==> config.mk <==
export PLATFORM = sky130hd
export DESIGN_NAME = updown_sweep_ctrl
export DESIGN_NICKNAME = d
export VERILOG_FILES = /design/src/rtl/updown_sweep_pkg.sv /design/src/rtl/updown_sweep_ctrl.sv
export SDC_FILE = /design/constraint.sdc
export NUM_CORES = 1
export LEC_CHECK = 0
export CAP_MARGIN = 10
export CORE_MARGIN = 3
export CORE_UTILIZATION = 52
export CTS_CLUSTER_DIAMETER = 30
export CTS_CLUSTER_SIZE = 24
export DETAILED_ROUTE_END_ITERATION = 10
export GPL_TIMING_DRIVEN = 0
export PLACE_DENSITY = 0.79
export SYNTH_ARGS = -nofsm -noshare
export SYNTH_HDL_FRONTEND = slang
export SYNTH_SLANG_ARGS = --single-unit
==> constraint.sdc <==
create_clock -name clk -period 2.11 [get_ports clk]
set_input_delay 0.211 -clock clk [delete_from_list [all_inputs] [get_ports clk]]
set_output_delay 0.211 -clock clk [all_outputs]
set_load 0.005 [all_outputs]
==> src/rtl/updown_sweep_pkg.sv <==
// updown_sweep_pkg: state encoding and default widths for the triangle-sweep sequencer
package updown_sweep_pkg;
  localparam int DEF_WIDTH = 4;
  localparam int DEF_CYC_W = 8;
  typedef enum logic [1:0] {IDLE, UP, DOWN} sweep_state_t;
endpackage

==> src/rtl/updown_sweep_ctrl.sv <==
// updown_sweep_ctrl: drives enable/upDown of the shared counter for a lo/hi triangle sweep
// Optional SWEEP_STAT_EN exposes the live cycle counter as sweep_cnt.
module updown_sweep_ctrl
  import updown_sweep_pkg::*;
#(
  parameter int WIDTH = DEF_WIDTH,
  parameter int CYC_W = DEF_CYC_W
) (
  input  logic             clk,
  input  logic             reset,
  input  logic             start,
  input  logic             stop,
  input  logic [WIDTH-1:0] lo_lim,
  input  logic [WIDTH-1:0] hi_lim,
  input  logic [CYC_W-1:0] n_cyc,
  input  logic [WIDTH-1:0] count_in,
  output logic             cnt_en,
  output logic             cnt_up,
  output logic             busy,
  output logic             done,
`ifdef SWEEP_STAT_EN
  output logic [CYC_W-1:0] sweep_cnt,
`endif
  output logic             cfg_err
);
  sweep_state_t state_q, state_d;
  logic en_q, en_d, up_q, up_d, busy_q, busy_d, done_q, done_d, err_q, err_d;
  logic [WIDTH-1:0] lo_q, lo_d, hi_q, hi_d;
  logic [CYC_W-1:0] n_q, n_d, cyc_q, cyc_d, cyc_inc;
  always_ff @(posedge clk) begin
    if (reset) begin
      state_q <= IDLE;
      en_q    <= 1'b0;
      up_q    <= 1'b0;
      busy_q  <= 1'b0;
      done_q  <= 1'b0;
      err_q   <= 1'b0;
      lo_q    <= '0;
      hi_q    <= '0;
      n_q     <= '0;
      cyc_q   <= '0;
    end else begin
      state_q <= state_d;
      en_q    <= en_d;
      up_q    <= up_d;
      busy_q  <= busy_d;
      done_q  <= done_d;
      err_q   <= err_d;
      lo_q    <= lo_d;
      hi_q    <= hi_d;
      n_q     <= n_d;
      cyc_q   <= cyc_d;
    end
  end
  // Turn one count early: the counter moves on the same edge the direction changes.
  always_comb begin
    state_d = state_q;
    en_d    = en_q;
    up_d    = up_q;
    busy_d  = busy_q;
    done_d  = 1'b0;
    err_d   = 1'b0;
    lo_d    = lo_q;
    hi_d    = hi_q;
    n_d     = n_q;
    cyc_d   = cyc_q;
    cyc_inc = cyc_q + CYC_W'(1);
    if (state_q == IDLE) begin
      if (start && !stop) begin
        if (lo_lim >= hi_lim) err_d = 1'b1;
        else begin
          state_d = UP;
          en_d    = 1'b1;
          up_d    = 1'b1;
          busy_d  = 1'b1;
          lo_d    = lo_lim;
          hi_d    = hi_lim;
          n_d     = n_cyc;
          cyc_d   = '0;
        end
      end
    end else if (stop) begin
      state_d = IDLE;
      en_d    = 1'b0;
      up_d    = 1'b0;
      busy_d  = 1'b0;
    end else if (state_q == UP && count_in == hi_q - WIDTH'(1)) begin
      state_d = DOWN;
      up_d    = 1'b0;
    end else if (state_q == DOWN && count_in == lo_q + WIDTH'(1)) begin
      cyc_d = cyc_inc;
      if (n_q != '0 && cyc_inc == n_q) begin
        state_d = IDLE;
        en_d    = 1'b0;
        up_d    = 1'b0;
        busy_d  = 1'b0;
        done_d  = 1'b1;
      end else begin
        state_d = UP;
        up_d    = 1'b1;
      end
    end
  end
  assign cnt_en  = en_q;
  assign cnt_up  = up_q;
  assign busy    = busy_q;
  assign done    = done_q;
  assign cfg_err = err_q;
`ifdef SWEEP_STAT_EN
  assign sweep_cnt = cyc_q;
`endif
endmodule
# Word level (Yosys, flattened, before mapping)
# Index checks and enable logic that the tools add are counted.
[totals]
regBits = 30
out_inout_bits = 5
in_bits = 24
word_cells = 71
[op_classes]
bitwise_logic = 4
n_reduce_logical = 17
n_eq_ne = 10
n_lt_le_gt_ge = 1
addsub = 3
n_mux = 27
[ops]
columns = ["op", "n"]
rows = [
  ["$mux W8", 6],
  ["$mux W1", 15],
  ["$mux W2", 6],
  ["$reduce_and A5 Y1", 2],
  ["$add A8 B1 Y8 const B", 1],
  ["$eq A4 B4 Y1", 2],
  ["$eq A8 B8 Y1", 1],
  ["$reduce_bool A8 Y1", 1],
  ["$reduce_and A3 Y1", 2],
  ["$reduce_bool A3 Y1", 2],
  ["$reduce_or A5 Y1", 1],
  ["$add A4 B1 Y4 const B", 1],
  ["$ge A4 B4 Y1", 1],
  ["$logic_and A1 B1 Y1", 4],
  ["$ne A2 B1 Y1 const B", 2],
  ["$ne A2 B2 Y1 const B", 2],
  ["$not A1 Y1", 4],
  ["$reduce_bool A4 Y1", 1],
  ["$sub A4 B1 Y4 const B", 1],
  ["$ne A3 B3 Y1 const B", 1],
  ["$reduce_or A3 Y1", 1],
  ["$eq A2 B1 Y1 const B", 1],
  ["$eq A2 B2 Y1 const B", 1],
  ["$logic_not A2 Y1", 1],
  ["other kinds (2)", 2],
]

# Longest topological paths before layout
[depth]
word_depth = 8
mapped_depth = 10
ltp_nobuf = 8

# Worst setup path before layout
# No wires, ideal clock.
[synth_path]
path_type = "input port to flip-flop"
startpoint = "input lo_lim[0]"
endpoint = "register hi_q[3]"
t_required_ns = 1.978
arrival_time_ns = 1.739
setup_ns = 0.132
path_slack_ns = 0.239
path_stages = 10
path_buffers = 2
path_cell_list = "inv_1 -> ha_1 -> nand2b_1 -> a21oi_1 -> o21ai_1 -> or3_1 -> clkbuf_1 -> clkbuf_1 -> nand2_1 -> a21oi_1"
[synth_between]
elab_chain_len = 3
[synth_rtl]
columns = ["item", "line", "source"]
rows = [
  ["start, declared", "updown_sweep_ctrl.sv:13", "input logic [WIDTH-1:0] lo_lim,"],
  ["$ge A4 B4 Y1", "updown_sweep_ctrl.sv:70", "if (lo_lim >= hi_lim) err_d = 1'b1;"],
  ["$not A1 Y1 (no source line)", "n/a", ""],
  ["$reduce_and A3 Y1 (no source line)", "n/a", ""],
  ["end signal, assigned", "updown_sweep_ctrl.sv:50", "hi_q <= hi_d;"],
  ["end, declared", "updown_sweep_ctrl.sv:28", "logic [WIDTH-1:0] lo_q, lo_d, hi_q, hi_d;"],
]
# No other way between the ends.
# A chain may end at the register's enable or synchronous reset.

# Worst setup path after layout
[layout_path]
startpoint = "register cyc_q[1]"
endpoint = "register up_q (netlist: cnt_up)"
[layout_between]
elab_chain_len = 8
[layout_rtl]
columns = ["item", "line", "source"]
rows = [
  ["start, declared", "updown_sweep_ctrl.sv:29", "logic [CYC_W-1:0] n_q, n_d, cyc_q, cyc_d, cyc_inc;"],
  ["start signal, assigned", "updown_sweep_ctrl.sv:52", "cyc_q <= cyc_d;"],
  ["$add A8 B1 Y8", "updown_sweep_ctrl.sv:67", "cyc_inc = cyc_q + CYC_W'(1);"],
  ["$eq A8 B8 Y1", "updown_sweep_ctrl.sv:92", "if (n_q != '0 && cyc_inc == n_q) begin"],
  ["$logic_and A1 B1 Y1", "updown_sweep_ctrl.sv:92", ""],
  ["$mux W1", "updown_sweep_ctrl.sv:92", ""],
  ["$mux W1", "updown_sweep_ctrl.sv:90", "end else if (state_q == DOWN && count_in == lo_q + WIDTH'(1)) begin"],
  ["$mux W1", "updown_sweep_ctrl.sv:87", "end else if (state_q == UP && count_in == hi_q - WIDTH'(1)) begin"],
  ["$mux W1", "updown_sweep_ctrl.sv:82", "end else if (stop) begin"],
  ["$mux W1", "updown_sweep_ctrl.sv:68", "if (state_q == IDLE) begin"],
  ["end signal, assigned", "updown_sweep_ctrl.sv:45", "up_q <= up_d;"],
  ["end, declared", "updown_sweep_ctrl.sv:27", "logic en_q, en_d, up_q, up_d, busy_q, busy_d, done_q, done_d, err_q, err_d;"],
]
# No other way between the ends. The select of a mux whose other input is x is not followed.

==> results.tsv <==
metric	value	unit
finalNonFillerCells	288	
synth.avg_cell_area	7.92	um^2
ys_warn_count	0	
path_max_fanout	5	
worstSetupStartpointType	flop	
cpLargestDelayFamily	compound AO/OA/AOI/OAI gates	
max_slew_margin	0.688	
worstPathBufferInverterCount	0	
dr_wl_met2	1860	um
crit_arrival	2280	ps
cts_buffers	5	
grt_util_all_layers	0.199	
placed_cells	276	
power_leakage	0.788	nW
cts.sinks	29	
fmax	489	MHz
dieArea	3880	um^2
antennaDiodeCount	0	
ios	29	
crit_type	reg2reg	
met3_length	252	um
worst_slew_pin_slew	468	ps
finish.instance_area	2160	um^2
setup_viol	0	
wl	3810	um
drive_gt1_frac	0.150	
fin_worst_skew	6.15	ps
synth_edf_count	0	
antenna_found_initial	0	
path_cells	ha_2 -> nand3_1 -> xnor2_1 -> a2111oi_1 -> o2111ai_1 -> o21a_1	
h-tree-depth	2	
ant_nets	0	
clk_path_buf_depth	2	
synth_cell_type_count	39	
slowest_delay	410	ps
ys_seq_area_frac	0.352	
finalHoldViolCount	0	
die_h	62.3	um
synth_cells	208	
slowest_stage	dfxtp_1	
place_hpwl	2760	um
fin_ws	64.9	ps
synth-seq-cells	29	
multiInputGateArea	1060	um^2
netlist_area	1650	um^2
layout.area.seq	588	um^2
synth_flop_cell	dfxtp_1	
syn_nets	239	
start_util	0.573	
status	finished, final reports clean	
clock-root-buffer	clkbuf_4	
p_per_area	591	nW/um^2
cap_violations	0	
final_core_util	0.750	
fill_cells	217	
grt.overflow.total	0	
gp_congestion	0.838	
fp.dieW	62.3	um
area.growth.synth_to_final	30.9	%
end_kind	flop	
setup_tns	0	ps
vias	1573	
pre_cts_ws	-600	ps
holdCritPathClass	in2reg	
grt_pass1_vias	1426	
met1Wirelength	1630	um
ir_worst_vdd	0.390	mV
core-area	2880	um^2
drv_slew	0	
ctsHoldBuffers	0	
clkLatencyLatePin	330	ps
clk_pin_slew_worst_paths	100	ps
drt-vias-per-instance	5.46	
period_needed	2050	ps
rows	19	
first_iter_violations	102	
dr.max_layer_used	met4	
async_flop_share	0	
cts_tree	done	
portBuffers	26	
grt_pass1_wl	6220	um
placed_cell_area	1960	um^2
drtPass1Iterations	4	
finalCritPeriodShare	0.969	
grt_max_degree	12	
drc	0	
post_drt_wl_per_cell	13.2	um
cp.required	2350	ps
fin_nets	276	
## stage by stage
stage                     hold slack (ps)  total power [mW]
final                                 370              1.28
after global routing                  394              1.34
after CTS                             323              1.26
after detailed placement              461             0.796
after global placement                458             0.788
after floorplan                       347             0.710
## per-layer routing
| layer | track usage | up-vias |
|---|---|---|
| met5 | 0 | - |
| met4 | 0.0882 | 0 |
| met3 | 0.0523 | 6 |
| met2 | 0.332 | 51 |
| met1 | 0.241 | 716 |
| li1 | - | 800 |
## final cells by class
| cell class | count | share of cell area |
|---|---|---|
| multi-input cells | 161 | 0.490 |
| flip-flops and latches | 29 | 0.273 |
| repair buffers | 31 | 0.137 |
| plain buffers | 10 | 0.0255 |
| well taps | 42 | 0.0244 |
| clock inverters | 3 | 0.0215 |
| clock buffers | 5 | 0.0174 |
| inverters | 7 | 0.0122 |
## where the power goes
part           switching (mW)  leakage (nW)  internal, mW
combinational           0.107         0.509         0.123
clock                   0.212        0.0414         0.251
sequential             0.0177         0.237         0.565
## logic make-up (layout without fill, tap and decap cells)
logic type               count (synthesis)  in the layout  synth area share
flip-flops                              29             29             0.352
adder cells (fa/ha/maj)                  7              7            0.0531
XOR/XNOR                                22             22             0.125
AO/OA/AOI/OAI                           52             52             0.188
AND/OR/NAND/NOR                         80             80             0.235
buffers and inverters                   18             56            0.0463
## Yosys cell counts (2+ instances only)
cell type	n	area, um^2
nor2b_1	2	12.5
buf_4	2	15.0
nor2_1	8	30.0
and4_1	2	17.5
o21a_1	2	15.0
nand3_1	5	25.0
nand2b_1	2	12.5
dfxtp_1	29	581
ha_1	7	87.6
a21oi_1	24	120
o21ai_0	10	50.1
o21ai_1	4	20.0
nand4_1	2	12.5
xor2_1	8	70.1
inv_1	7	26.3
nor3_1	3	15.0
or3_1	3	18.8
clkbuf_1	8	30.0
xnor2_1	13	114
o31ai_1	4	30.0
nand2_1	41	154
and3_1	2	12.5
nor4_1	4	25.0
## flip-flops by register name (all words and copies together) (netlist names)
| name | cells |
|---|---|
| cfg_err | 1 |
| done | 1 |
| lo_q | 4 |
| busy | 1 |
| cnt_up | 1 |
| cyc_q | 8 |
| state_q | 1 |
| hi_q | 4 |
| n_q | 8 |
## what timing repair did
item                       in CTS  in global routing
gates cloned                    0                  1
setup endpoints to repair      14                 20
buffers inserted                1                  3
gates resized for setup         6                 18
pin swaps                       2                 10
## path summary, 6_finish.rpt
| check | start | endpoint | slack [ps] | cells after the start |
|---|---|---|---|---|
| worst max-delay path | cyc_q[1] | cnt_up | 60 | 6 |
| worst min-delay path | stop | cfg_err | 370 | 2 |
| worst max register to register | cyc_q[1] | cnt_up | 60 | 6 |
| worst min register to register | hi_q[3] | hi_q[3] | 480 | 2 |
## placed cells by master, fill, tap and decap left out, types with 2 or more instances in the layout
cell type / instances
a21oi_2: 2
nor2_1: 7
o21ai_0: 8
ha_1: 5
clkbuf_4: 6
nand2b_1: 2
clkdlybuf4s50_1: 26
buf_4: 5
or3_1: 2
o21ai_1: 5
dfxtp_1: 25
nor2b_1: 2
inv_1: 7
and4_1: 2
nor4_1: 4
nand2_1: 41
nand3_1: 5
buf_2: 2
dfxtp_2: 3
o31ai_1: 3
and3_1: 2
xor2_1: 8
nor3_1: 2
xnor2_1: 13
a21oi_1: 22
nand4_1: 2
clkbuf_1: 5
(Power assumes the default switching activity.)
